[config.mk]
export PLATFORM = sky130hd
export DESIGN_NAME = ball_motion_sched_flat
export DESIGN_NICKNAME = d
export VERILOG_FILES = /design/src/rtl/ball_motion_sched_if.sv /design/src/rtl/ball_motion_sched.sv /design/src/flat_wrapper.sv
export SDC_FILE = /design/constraint.sdc
export NUM_CORES = 1
export LEC_CHECK = 0
export CAP_MARGIN = 30
export CORE_AREA = 4 4 93 95
export DETAILED_ROUTE_END_ITERATION = 10
export DIE_AREA = 0 0 97 99
export PLACE_DENSITY = 0.76
export REMOVE_ABC_BUFFERS = 1
export SYNTH_ARGS = -nofsm -noshare
export SYNTH_HDL_FRONTEND = slang
export SYNTH_SLANG_ARGS = --single-unit
[constraint.sdc]
create_clock -name clk_100MHz -period 10.2 [get_ports clk_100MHz]
set_input_delay 1.02 -clock clk_100MHz [delete_from_list [all_inputs] [get_ports clk_100MHz]]
set_output_delay 1.02 -clock clk_100MHz [all_outputs]
set_load 0.02 [all_outputs]
[src/rtl/ball_motion_sched_if.sv]
// ball_motion_sched_if: collision strobe in, ball motion controls out (BALL_SCHED_PAUSE_EN adds pause)
interface ball_motion_sched_if;
    logic       game_start;
    logic [2:0] collision;
    logic       col_valid;
`ifdef BALL_SCHED_PAUSE_EN
    logic       pause;
`endif
    logic [9:0] ball_speed;
    logic       step;
    logic       dir_x;
    logic       dir_y;
    logic       ball_reset;
    logic       score_l;
    logic       score_r;
    logic [1:0] state;

`ifdef BALL_SCHED_PAUSE_EN
    modport master (
        output game_start, collision, col_valid, pause,
        input  ball_speed, step, dir_x, dir_y, ball_reset, score_l, score_r, state
    );
    modport slave (
        input  game_start, collision, col_valid, pause,
        output ball_speed, step, dir_x, dir_y, ball_reset, score_l, score_r, state
    );
`else
    modport master (
        output game_start, collision, col_valid,
        input  ball_speed, step, dir_x, dir_y, ball_reset, score_l, score_r, state
    );
    modport slave (
        input  game_start, collision, col_valid,
        output ball_speed, step, dir_x, dir_y, ball_reset, score_l, score_r, state
    );
`endif
endinterface

[src/rtl/ball_motion_sched.sv]
// ball_motion_sched: Pong serve/play/score sequencer with phase-accumulator stepping (BALL_SCHED_PAUSE_EN adds pause)
module ball_motion_sched #(
    parameter int SPEED_INIT  = 10,
    parameter int SPEED_INC   = 1,
    parameter int SPEED_MAX   = 40,
    parameter int STEP_THRESH = 1000000,
    parameter int ACC_W       = 21,
    parameter int SERVE_DELAY = 50000000,
    parameter int SCORE_HOLD  = 100000000
) (
    input logic                clk_100MHz,
    input logic                Reset,
    ball_motion_sched_if.slave bus
);
    typedef enum logic [1:0] {IDLE = 2'b00, SERVE = 2'b01, PLAY = 2'b10, SCORE = 2'b11} state_t;

    localparam int TMAX = SERVE_DELAY > SCORE_HOLD ? SERVE_DELAY : SCORE_HOLD;
    localparam int TW   = $clog2(TMAX + 1);
    localparam logic [ACC_W:0]  THR       = (ACC_W + 1)'(STEP_THRESH);
    localparam logic [10:0]     MAX11     = 11'(SPEED_MAX);
    localparam logic [10:0]     INC11     = 11'(SPEED_INC);
    localparam logic [9:0]      INIT10    = 10'(SPEED_INIT);
    localparam logic [TW-1:0]   SERVE_END = TW'(SERVE_DELAY - 1);
    localparam logic [TW-1:0]   SCORE_END = TW'(SCORE_HOLD - 1);

    state_t           state;
    logic [9:0]       speed;
    logic [ACC_W-1:0] acc;
    logic [TW-1:0]    timer;
    logic             dir_x, dir_y, serve_dir;
    logic             step, ball_reset, score_l, score_r;
    logic [ACC_W:0]   sum;
    logic             hit;
    logic [10:0]      inc;
    logic [9:0]       speed_up;
    logic             frozen;

`ifdef BALL_SCHED_PAUSE_EN
    assign frozen = bus.pause;
`else
    assign frozen = 1'b0;
`endif

    // accumulator sum and saturated paddle-hit speed
    always_comb begin
        sum      = {1'b0, acc} + (ACC_W + 1)'(speed);
        hit      = sum >= THR;
        inc      = {1'b0, speed} + INC11;
        speed_up = inc > MAX11 ? MAX11[9:0] : inc[9:0];
    end

    // serve -> play -> score loop; pulses are registered and last one cycle
    always_ff @(posedge clk_100MHz) begin
        if (Reset) begin
            state      <= IDLE;
            speed      <= INIT10;
            acc        <= '0;
            timer      <= '0;
            dir_x      <= 1'b1;
            dir_y      <= 1'b0;
            serve_dir  <= 1'b1;
            step       <= 1'b0;
            ball_reset <= 1'b0;
            score_l    <= 1'b0;
            score_r    <= 1'b0;
        end else begin
            step       <= 1'b0;
            ball_reset <= 1'b0;
            score_l    <= 1'b0;
            score_r    <= 1'b0;
            if (!bus.game_start) begin
                state <= IDLE;
                speed <= INIT10;
                acc   <= '0;
                timer <= '0;
            end else if (!frozen) begin
                case (state)
                    IDLE: begin
                        state      <= SERVE;
                        ball_reset <= 1'b1;
                        dir_x      <= serve_dir;
                        dir_y      <= 1'b0;
                        speed      <= INIT10;
                        acc        <= '0;
                        timer      <= '0;
                    end
                    SERVE: begin
                        timer <= timer == SERVE_END ? '0 : timer + 1'b1;
                        if (timer == SERVE_END) state <= PLAY;
                    end
                    PLAY: begin
                        acc  <= hit ? ACC_W'(sum - THR) : sum[ACC_W-1:0];
                        step <= hit;
                        if (bus.col_valid && bus.collision[2]) begin
                            state     <= SCORE;
                            timer     <= '0;
                            score_l   <= dir_x;
                            score_r   <= !dir_x;
                            serve_dir <= dir_x;
                        end else if (bus.col_valid) begin
                            if (bus.collision[0]) begin
                                dir_x <= !dir_x;
                                speed <= speed_up;
                            end
                            if (bus.collision[1]) dir_y <= !dir_y;
                        end
                    end
                    SCORE: begin
                        acc <= '0;
                        if (timer == SCORE_END) begin
                            state      <= SERVE;
                            ball_reset <= 1'b1;
                            dir_x      <= serve_dir;
                            dir_y      <= 1'b0;
                            speed      <= INIT10;
                            timer      <= '0;
                        end else begin
                            timer <= timer + 1'b1;
                        end
                    end
                endcase
            end
        end
    end

    assign bus.ball_speed = speed;
    assign bus.step       = step;
    assign bus.dir_x      = dir_x;
    assign bus.dir_y      = dir_y;
    assign bus.ball_reset = ball_reset;
    assign bus.score_l    = score_l;
    assign bus.score_r    = score_r;
    assign bus.state      = state;
endmodule

[src/flat_wrapper.sv]
// flat-port wrapper written by rule: the top's interface ports become plain ports
module ball_motion_sched_flat 
#(
    parameter int SPEED_INIT  = 10,
    parameter int SPEED_INC   = 1,
    parameter int SPEED_MAX   = 40,
    parameter int STEP_THRESH = 1000000,
    parameter int ACC_W       = 21,
    parameter int SERVE_DELAY = 50000000,
    parameter int SCORE_HOLD  = 100000000
)
  (clk_100MHz, Reset, bus_game_start, bus_collision, bus_col_valid, bus_ball_speed, bus_step, bus_dir_x, bus_dir_y, bus_ball_reset, bus_score_l, bus_score_r, bus_state);
  ball_motion_sched_if bus_i ();
  input logic clk_100MHz;
  input logic Reset;
  input wire logic [$bits(bus_i.game_start)-1:0] bus_game_start;
  input wire logic [$bits(bus_i.collision)-1:0] bus_collision;
  input wire logic [$bits(bus_i.col_valid)-1:0] bus_col_valid;
  output wire logic [$bits(bus_i.ball_speed)-1:0] bus_ball_speed;
  output wire logic [$bits(bus_i.step)-1:0] bus_step;
  output wire logic [$bits(bus_i.dir_x)-1:0] bus_dir_x;
  output wire logic [$bits(bus_i.dir_y)-1:0] bus_dir_y;
  output wire logic [$bits(bus_i.ball_reset)-1:0] bus_ball_reset;
  output wire logic [$bits(bus_i.score_l)-1:0] bus_score_l;
  output wire logic [$bits(bus_i.score_r)-1:0] bus_score_r;
  output wire logic [$bits(bus_i.state)-1:0] bus_state;
  assign bus_i.game_start = bus_game_start;
  assign bus_i.collision = bus_collision;
  assign bus_i.col_valid = bus_col_valid;
  assign bus_ball_speed = bus_i.ball_speed;
  assign bus_step = bus_i.step;
  assign bus_dir_x = bus_i.dir_x;
  assign bus_dir_y = bus_i.dir_y;
  assign bus_ball_reset = bus_i.ball_reset;
  assign bus_score_l = bus_i.score_l;
  assign bus_score_r = bus_i.score_r;
  assign bus_state = bus_i.state;
  ball_motion_sched #(.SPEED_INIT(SPEED_INIT), .SPEED_INC(SPEED_INC), .SPEED_MAX(SPEED_MAX), .STEP_THRESH(STEP_THRESH), .ACC_W(ACC_W), .SERVE_DELAY(SERVE_DELAY), .SCORE_HOLD(SCORE_HOLD)) u_core (.clk_100MHz(clk_100MHz), .Reset(Reset), .bus(bus_i));
endmodule
Yosys cells after proc, flatten, opt, wreduce, memory -nomap -nowiden
Index checks and enable logic that the tools add are counted.
- output and inout bits: 18
- logic and storage cells: 75
- register bits after elaboration: 67
- $add $sub $neg: 4
- reductions and logical operators: 15
- bitwise logic cells: 3
- order comparisons: 2
- equality and inequality tests: 12
- mux-type cells: 28
- operators with widths (cell ; count):
    case mux 27 bit (4 select lines) ; 1
    2-to-1 mux 27 bit ; 3
    2-to-1 mux 10 bit ; 5
    case mux 21 bit (2 select lines) ; 1
    case mux 10 bit (3 select lines) ; 1
    adder 27 x 1 -> 27 bit (second input constant) ; 1
    equality test 27 x 26 -> 1 bit (second input constant) ; 1
    equality test 27 bit (second input constant) ; 1
    adder 21 x 10 -> 22 bit ; 1
    >= comparator 22 x 20 -> 1 bit (second input constant) ; 1
    2-to-1 mux 21 bit ; 1
    subtractor 21 x 20 -> 21 bit (second input constant) ; 1
    AND reduction 6 bit ; 2
    adder 10 x 1 -> 11 bit (second input constant) ; 1
    > comparator 11 x 6 -> 1 bit (second input constant) ; 1
    2-to-1 mux 1 bit ; 9
    inequality test 2 bit (second input constant) ; 4
    case mux 2 bit (4 select lines) ; 1
    2-to-1 mux 2 bit ; 3
    inequality test 2 x 1 -> 1 bit (second input constant) ; 3
    case mux 1 bit (3 select lines) ; 2
    AND reduction 3 bit ; 2
    AND reduction 5 bit ; 1
    equality test 2 bit (second input constant) ; 2
    other kinds (11) ; 15

Depth between registers and ports, before layout
Gate-level depths: netlist of the first run.
- depth after elaboration: 7
- gate-level depth with buffers: 17
- depth with buffers taken out: 17

Least setup slack after synthesis of the first run
No wires, ideal clock.
- kind: flip-flop to flip-flop
- start: register u_core.speed[0] (netlist: u_core.bus.ball_speed[0])
- end: register u_core.acc[10]
- slack: 6.382 ns
- cell stages (with the launch flop): 16
- arrival time: 3.743 ns
- clock period less this slack: 3.818 ns
- data required time: 10.126 ns
- cells stage by stage: dfxtp_1 -> ha_1 -> fa_1 -> a21o_1 -> a221oi_4 -> xnor2_1 -> ha_1 -> nor4b_1 -> o21ai_0 -> a211oi_1 -> o21a_1 -> o31ai_4 -> a221o_1 -> xor2_1 -> or3_1 -> o21ai_0
- longest elaborated chain between the ends: 4
- elaborated cells on any way between the ends: 5
- classes of those cells: 2 x add/sub; 1 x order compare; 2 x mux
- ends and longest elaborated chain (what ; RTL line ; source):
    start, declared ; ball_motion_sched.sv:27 ; logic [9:0] speed;
    start signal, assigned ; ball_motion_sched.sv:103 ; speed <= speed_up;
    adder 21 x 10 -> 22 bit (*) ; ball_motion_sched.sv:46 ; sum = {1'b0, acc} + (ACC_W + 1)'(speed);
    subtractor 21 x 20 -> 21 bit / >= comparator 22 x 20 -> 1 bit (equally long branches) ; ball_motion_sched.sv:92, ball_motion_sched.sv:47 ;
    2-to-1 mux 21 bit (*) ; ball_motion_sched.sv:92 ; acc <= hit ? ACC_W'(sum - THR) : sum[ACC_W-1:0];
    case mux 21 bit (2 select lines) (*) ; ball_motion_sched.sv:77 ; case (state)
    end signal, assigned ; ball_motion_sched.sv:92 ;
    end, declared ; ball_motion_sched.sv:28 ; logic [ACC_W-1:0] acc;
Every way passes the cells marked *; elsewhere a longest branch is shown, timed or not.
A chain may end at the register's enable or synchronous reset.

Worst setup path in the final report of the first run
- start: register u_core.speed[0] (netlist: u_core.bus.ball_speed[0])
- end: register u_core.acc[14]
The elaborated chain is that of the path after synthesis.

==> results.md, run 1 <==
- The clock-pin slew on the worst setup and hold paths is ~0.07 ns.
- In this run the tightest slew margin relative to its limit is 0.270.
- The worst path arrival time is approximately 4.4 ns.
- For met1 alone, demand over resource in global routing was 0.303.
- The most used flip-flop cell after synthesis is dfxtp_1.
- The die covers ~9600 um^2.
- For met3 alone, demand over resource in global routing was 0.0524.
- TritonCTS built the clock tree.
- The number of H-tree branching levels is 3.
- The clock net in this run drives a total of 67 sinks.
- The worst setup path is captured at a register.
- The maximum achievable frequency is around 0.24 GHz.
- Each instance of the synthesized netlist takes up on average approximately 7.9 um^2.
- The analysis attributes to cell leakage a power of 0.00179 uW.
- The number of fillers in the final layout is around 670.
- On the critical path, the stage with the largest delay is an instance of a221oi_4.
- The synthesized design contains 67 register bits.
- The tool flagged a number of max-cap violations equal to 0.
- The share of the core filled with cells in the final layout is 0.639.
- The finished cells cover 4940 um^2.
- The clock passes through at most 2 buffers.
- The root buffer cell is clkbuf_8.
- The startpoint kind of the worst setup timing path is a register.
- Pin placement for this block handled 25 I/O pins.
- At the worst endpoint, the required time is ~10 ns.
- The total CTS buffers is 9.
- The later pin in the worst-skew pair is clocked with a latency of roughly 0.35 ns.
- The delay contributed by the slowest stage of the critical path is approximately 0.42 ns.
- The count of mapped cells out of synthesis is about 560.
- The tightest hold margin is approximately 0.47 ns.
- The distinct cell type count of the synthesized netlist is about 80.
- Entering global routing, the biggest net connects 23 pins.
- Before antenna repair, the detailed router went through 6 iterations.
- The transition time at the pin with the least slew margin is about 1.1 ns.
- Of the cells placed in the final design, the portion with a size suffix greater than 1 is 0.0759.
- The fraction of registers with async set/reset is 0.
- The flow ran to the end, and the final reports show no timing, DRC or antenna violations.
- Of the available clock period, the critical path in the final layout requires 0.403.
- Summed over all nets, the half-perimeter wirelength after detailed placement is approximately 8000 um.
- After detailed routing, the average wire length per cell comes to 16.0 um.
- The Yosys warning count is 0.
- In this run the worst path has a maximum fanout of 9.
- The met2 routing resource usage after global routing is 0.371.
- In this run the cell area measured after placement is about 4700 um^2.
- The effective utilization at floorplan is 0.574.
- The number of antenna violations at the first check in global routing was 0.
- The number of input and output port buffers inserted is 24.
- The routed design has around 11000 um of wire.
- Counting flops with a built-in enable in the synthesized netlist gives 0.
- Once detail routing completed, the nets flagged for antenna violations numbered 0.
- The post-detailed-route via-to-cell ratio is 6.26.
- For this block, the via count after detailed routing is 4266.
- Adding up every negative setup slack in the final design gives 0 ns.
- The final global-route overflow total is 0.
- Summed over all instances, the cell type with the most area after synthesis is dfxtp_1.
- The number of slew-limit violations in the final report is 0.
- The critical path goes through ha_1 > fa_1 > a21o_1 > a221oi_4 > xnor2_1 > ha_1 > nor4b_1 > o21ai_0 > a211oi_1 > o21a_1 > o31ai_4 > a22oi_2 > o21ai_0 > xnor2_1 > a22o_1.
- The die extent in x is approximately 97 um.
- For this run, the register share of the synthesized area comes to 0.303.
- The mapped netlist covers between 4000 and 5000 um^2.
- The worst path in the final design needs a cycle of approximately 4 ns, including I/O delays and setup.
- The floorplan has 32 rows.
- After synthesis, the cell types taking the most area are dfxtp_1, ha_1, nor2_1.
- From bottom edge to top edge, the die measures between 90 and 100 um.
- The buffers inserted during post-CTS setup optimization is 0.
- The via count of the first global-routing pass was 3845.
- Setup repair after global routing left no endpoint under its margin.
- The detailed router finished its first iteration with ~290 violations.
- 0 antenna diodes ended up in the layout.
- The type of the worst setup path is register to register.
- The synthesis-to-finish area growth is 11.4%.
- Once the clock tree was built, the resizer swapped 0 gates to a different size.
- The top-area cell type share of the netlist area is 0.303.
- The hold violation count in the final report was 0.
- The final layout net count is 603.
- The total DRC errors in the routed layout is 0.
- Setup violations remaining at the end of the flow were counted as 0.
- The region available for standard cell placement spans 7730 um^2.
- The worst hold path belongs to the class register to register.
- Between clock sinks in the finished design, the worst skew comes to between 0.01 and 0.015 ns.
- The global-route total usage across every layer is 0.230.
- In this run, post-CTS hold repair placed 0 buffers.
- The worst voltage drop across the vdd grid is about 0.10 mV.
- The layer flagged by global routing as most heavily used is met2.
- The first global-routing pass estimated 18300 um of wire.
- The power per unit of standard cell area is 111 nW/um^2.
- Routability-driven placement finished with a final weighted congestion of 0.922.
report_power, final:
part / internal, uW / leakage, uW / switching, uW / total, uW
Combinational: 11.2 / 0.00114 / 22.1 / 33.3
Clock: 150 / 0.000115 / 103 / 252
Sequential: 263 / 0.000540 / 1.76 / 265
state kept, by name, indices dropped and copies added, names as in the netlist:
signal	cells
u_core.bus.score_l	1
u_core.serve_dir	1
u_core.bus.ball_reset	1
u_core.timer	27
u_core.acc	21
u_core.bus.dir_y	1
u_core.bus.step	1
u_core.bus.ball_speed	10
u_core.bus.state	2
u_core.bus.dir_x	1
u_core.bus.score_r	1
cell usage in the layout, fill, tap and decap left out, drive strengths merged, types with 3 or more instances in the layout:
cell type,Yosys,final
o31ai,6,6
inv,19,19
a21o,6,6
and4,3,3
nand2,59,59
xor2,17,17
ha,19,19
and3,16,16
or2,4,4
nand3,24,24
nand4,17,17
a31oi,10,10
nor2b,5,5
a211o,5,5
nor3,15,15
dfxtp,67,67
nor4b,6,6
clkbuf,17,11
o22ai,3,3
and2,11,11
o21a,5,5
o31a,3,3
a21oi,41,41
nor2,62,62
nand2b,3,3
o21ai,33,33
or4,4,4
or3,5,5
clkdlybuf4s50,0,24
nor4,3,3
xnor2,17,17
a22oi,7,7
a22o,3,3
o211ai,7,7
cell type report:
type,instances,area (um^2),area share
timing repair buffer,25,248,0.0502
clock inverter,4,73.8,0.0149
inverter,19,71.3,0.0144
clock buffer,11,151,0.0306
sequential,67,1340,0.272
tap,102,128,0.0258
multi-input combinational,454,2930,0.592
path summary, 6_finish.rpt:
| path | from | endpoint | slack (ns) | cells past startpoint |
|---|---|---|---|---|
| worst max-delay path | u_core.bus.ball_speed[0] | u_core.acc[14] | 6.09 | 15 |
| worst min-delay path | u_core.acc[9] | u_core.acc[9] | 0.47 | 2 |
| worst max register to register | u_core.bus.ball_speed[0] | u_core.acc[14] | 6.09 | 15 |
| worst min register to register | u_core.acc[9] | u_core.acc[9] | 0.47 | 2 |
worst max-delay path: cells and delay by family (launching register included):
family	cells	cell delay, ns
xor gates and xnor gates	2	0.46
and+or+nand+nor	1	0.19
AOI/OAI and AO/OA	9	2.10
DFF	1	0.37
adders and majority gates	3	0.91
through the flow:
| stage | power, uW | cells | setup slack, ns |
|---|---|---|---|
| 6_report | 550 | 682 | 6.09 |
| 5_1_grt | 568 | 682 | 5.57 |
| 4_1_cts | 555 | 682 | 6.07 |
| 3_5_place_dp | 303 | 667 | 6.09 |
| 3_3_place_gp | 302 | 667 | 6.22 |
| 2_1_floorplan | 291 | 540 | 6.38 |
cells in the mapped netlist (10+ instances only):
cell type and count:
dfxtp_1 67, nor2_1 62, nand2_1 59, a21oi_1 40, o21ai_0 29, nand3_1 23
ha_1 19, inv_1 19, clkbuf_1 17, nand4_1 17, xor2_1 17, and3_1 16
xnor2_1 16, nor3_1 14, and2_1 11, a31oi_1 10
cells by family after synthesis:
kind of cell               after synthesis  share of synthesized area
and+or+nand+nor                        244                      0.279
DFF                                     67                      0.303
xor gates and xnor gates                34                     0.0689
muxes                                    3                    0.00818
AOI/OAI and AO/OA                      153                      0.246
buffers and inverters                   42                     0.0373
adders and majority gates               20                     0.0581
metal layers:
layer,vias up,part of all wire
li1,2090,-
met1,2017,0.46
met2,131,0.47
met3,28,0.052
met4,0,0.022
met5,-,0
Note: power is estimated with default switching activity, not from simulation.
==> run 2: changes to the inputs <==
CORE_AREA = 4 4 95 97   (was 4 4 93 95)
DIE_AREA = 0 0 99 101   (was 0 0 97 99)
clock period = 3.45 ns   (was 10.2 ns; I/O delays follow)
==> run 2 against run 1 <==
  * The flow now finishes with violations (negative setup slack)
  * Power rose to 2.9 times the previous value
  * Die area up 4.1%
  * Via count up 6.4%
  * Final area up 11%
  * Sequential power rose to 3.0 times the previous value
  * Clock-buffer cell count down 1
  * First-iteration DRC count up 1.4%
  * Setup slack worse by 6.2 ns
  * Global-route usage up 0.91 points
==> results.md, run 2 (synthesis gave the netlist of run 1 again) <==
- The type of element capturing the critical path is a register.
- The tightest hold margin is about 0.47 ns.
- The tree is rooted in a clkbuf_8.
- The detailed placement HPWL is 8270 um.
- The final-report setup violation count is 8.
- Between clock sinks in the finished design, the worst skew comes to around 0.015 ns.
- In this run, the number of DRC markers left after iteration 0 of detailed routing was between 200 and 300.
- The total overflow left after global routing is 0.
- The count of max-cap constraint violations is 0.
- The number of fillers in the final layout is between 600 and 700.
- In this design, the stage delay of the slowest critical-path cell is 0.44 ns.
- The sink count of the clock tree is between 60 and 70.
- The average wire length per cell after detail routing is approximately 16 um.
- The total wirelength of the detailed-routed design is approximately 12000 um.
- Leaving out fill and tap cells, the most frequent cells in the layout are dfxtp_1, nor2_1, nand2_1.
- The clock-pin slew on the worst setup and hold paths is about 0.080 ns.
- The post-layout worst setup margin is -0.139 ns.
- The synthesis-to-finish area growth is 23.4%.
- The beginning of the worst register-to-register path is u_core.bus.ball_speed[0].
- The I/O pin count is 25.
- The flip-flop count of the largest register after layout is 27.
- The run finished, with violations left.
- The power per unit of standard cell area is between 200 and 300 nW/um^2.
- The completed layout was analyzed and its total power is between 1500 and 2000 uW.
- The largest net degree at the start of global routing is 23.
- The worst setup path is of the register to register kind.
- The highest fanout seen on the critical path is 5.
- The count of antenna diodes in the layout is 0.
- Signal routing reaches up to met4.
- The transition time at the pin with the least slew margin is roughly 0.58 ns.
- The number of cells on the worst reg-to-reg path is 15.
- The hold violation count in the final report is 0.
- Adding up every negative setup slack in the final design gives -0.661 ns.
- The wire length the detailed router placed on met1 is between 5000 and 6000 um.
- The fraction of final layout cells with drive strength greater than 1 is 0.188.
- The core box area is 8130 um^2.
- The final reports fail on negative setup slack.
- The most frequent standard cell in the layout excluding fill and tap cells is dfxtp_1.
- The total vias in the final route is about 4500.
- Setup repair after global routing could not meet its margin everywhere.
- The count of nets left with antenna violations after detail routing is 0.
- The congestion estimate from routability-driven global placement came to 0.932.
- Across the VDD grid, the largest voltage drop is roughly 0.21 mV.
- The total DRC errors in the routed layout is 0.
- The total CTS buffers is 9.
- The number of slew-limit violations in the final report was 0.
- The largest register by flop count is u_core.timer.
- The origin of the worst setup path is u_core.bus.ball_speed[0].
- The die is approximately 100 um tall.
- Traced cell by cell, the critical path runs through ha_4 > fa_2 > a21o_1 > a221oi_4 > xnor2_2 > ha_2 > nor4b_4 > o21ai_2 > a211oi_2 > o21a_1 > o31ai_4 > a221o_1 > o2111ai_2 > o41ai_2 > o22a_1.
- The worst pin sits at a relative slew slack of 0.610.
- For this run, the total global-route usage over all layers was measured as 0.239.
- The reg-to-reg setup timing slack is -0.14 ns.
- Summing all flip-flop and latch instances after layout gives around 1300 um^2.
- In the final design database the tool counted between 600 and 700 nets.
- The final cycle utilization of the critical path is 1.04.
- The die outline area is approximately 10000 um^2.
- The via count of the first global-routing pass is between 4000 and 5000.
- The analysis attributes to cell leakage a power of 0.00204 uW.
- The global-route wire length before repair is 19600 um.
- The post-layout minimum cycle time is approximately 3.6 ns.
- Summed over all nets, wire length on met3 after detailed routing comes to approximately 520 um.
- The initialized floorplan defines 33 standard-cell rows.
- The number of optimization iterations in the first detailed-route pass is 5.
- The largest individual stage delay along the critical path comes from the cell a221o_1.
- The number of antenna violations at the first check in global routing is 0.
- The routed design uses around 6000 um of met2 wire.
- The number of input and output port buffers inserted is 24.
- After detailed routing, the number of vias per cell comes to between 6 and 7.
- The maximum achievable frequency is ~0.28 GHz.
- The clock tree from TritonCTS is yes.
- STA classifies the critical path startpoint as a register.
- The type of the most critical hold path is register to register.
- For the worst setup path, the data required time is 3.69 ns.
- The initial utilization of the core area, before any placement, comes to 0.545.
- The multi-input gate area in the final layout is between 3000 and 4000 um^2.
- The share of the core filled with cells in the final layout is 0.673.
- For the worst-skew pair, the clock arrives at the later sink with an insertion delay of around 0.35 ns.
- The die is approximately 99 um wide.
- Prior to clock tree synthesis, the placed netlist has a worst setup slack of -0.221 ns.
- The number of H-tree branching levels is 3.
- The clock passes through at most 2 buffers.
- In this run the worst setup path terminates at u_core.acc[12].
- At the worst endpoint, the arrival time is about 3.8 ns.
- The endpoint identified for the worst register-to-register timing path is u_core.acc[12].
## run 2: final cells by class
class	count	area share
clock buffer	10	0.0233
clock inverter	6	0.0133
inverter	19	0.0130
multi-input combinational	454	0.564
sequential	67	0.246
tap	105	0.0240
timing repair buffer	76	0.117
## run 2: worst max-delay path, delay by kind of cell (launching register included)
family          cells  cell delay, ns
fa+ha+maj           3            0.69
flops               1            0.35
xor+xnor            1            0.16
compound gates     10            2.07
simple gates        1            0.21
## run 2: what timing repair did
action,4_1_cts,5_1_grt
endpoints found under the setup margin,13,16
setup buffers,4,9
resized for setup,22,16
hold buffers,0,0
pin swaps,23,24
## run 2: per-stage QoR
| step | cell area (um^2) | cells |
|---|---|---|
| 3_3_place_gp | 5020 | 710 |
| 2_1_floorplan | 4340 | 540 |
| 6_report | 5470 | 737 |
| 5_1_grt | 5470 | 737 |
| 3_5_place_dp | 5020 | 710 |
| 4_1_cts | 5340 | 730 |
## run 2: worst min path at each step
| stage | startpoint | to | slack [ns] | cells after the start |
|---|---|---|---|---|
| 3_3_place_gp | u_core.acc[9] | u_core.acc[9] | 0.44 | 2 |
| 4_1_cts | u_core.acc[9] | u_core.acc[9] | 0.47 | 2 |
| 5_1_grt | u_core.timer[6] | u_core.timer[6] | 0.50 | 2 |
| 2_1_floorplan | Reset | u_core.bus.dir_y | 0.41 | 1 |
| 3_5_place_dp | u_core.acc[8] | u_core.acc[8] | 0.46 | 2 |
| 6_report | u_core.acc[8] | u_core.acc[8] | 0.47 | 2 |
## run 2: report_power, final
group	internal (uW)	switching, uW	total [uW]
registers	777	4.92	782
logic	41.3	70.9	112
clock network	342	344	685
total	1160	419	1580
## run 2: metal layers
metal,vias to the layer above,track usage
met5,-,0
met4,0,0.0914
met3,22,0.0318
met2,115,0.402
met1,2201,0.310
li1,2200,-
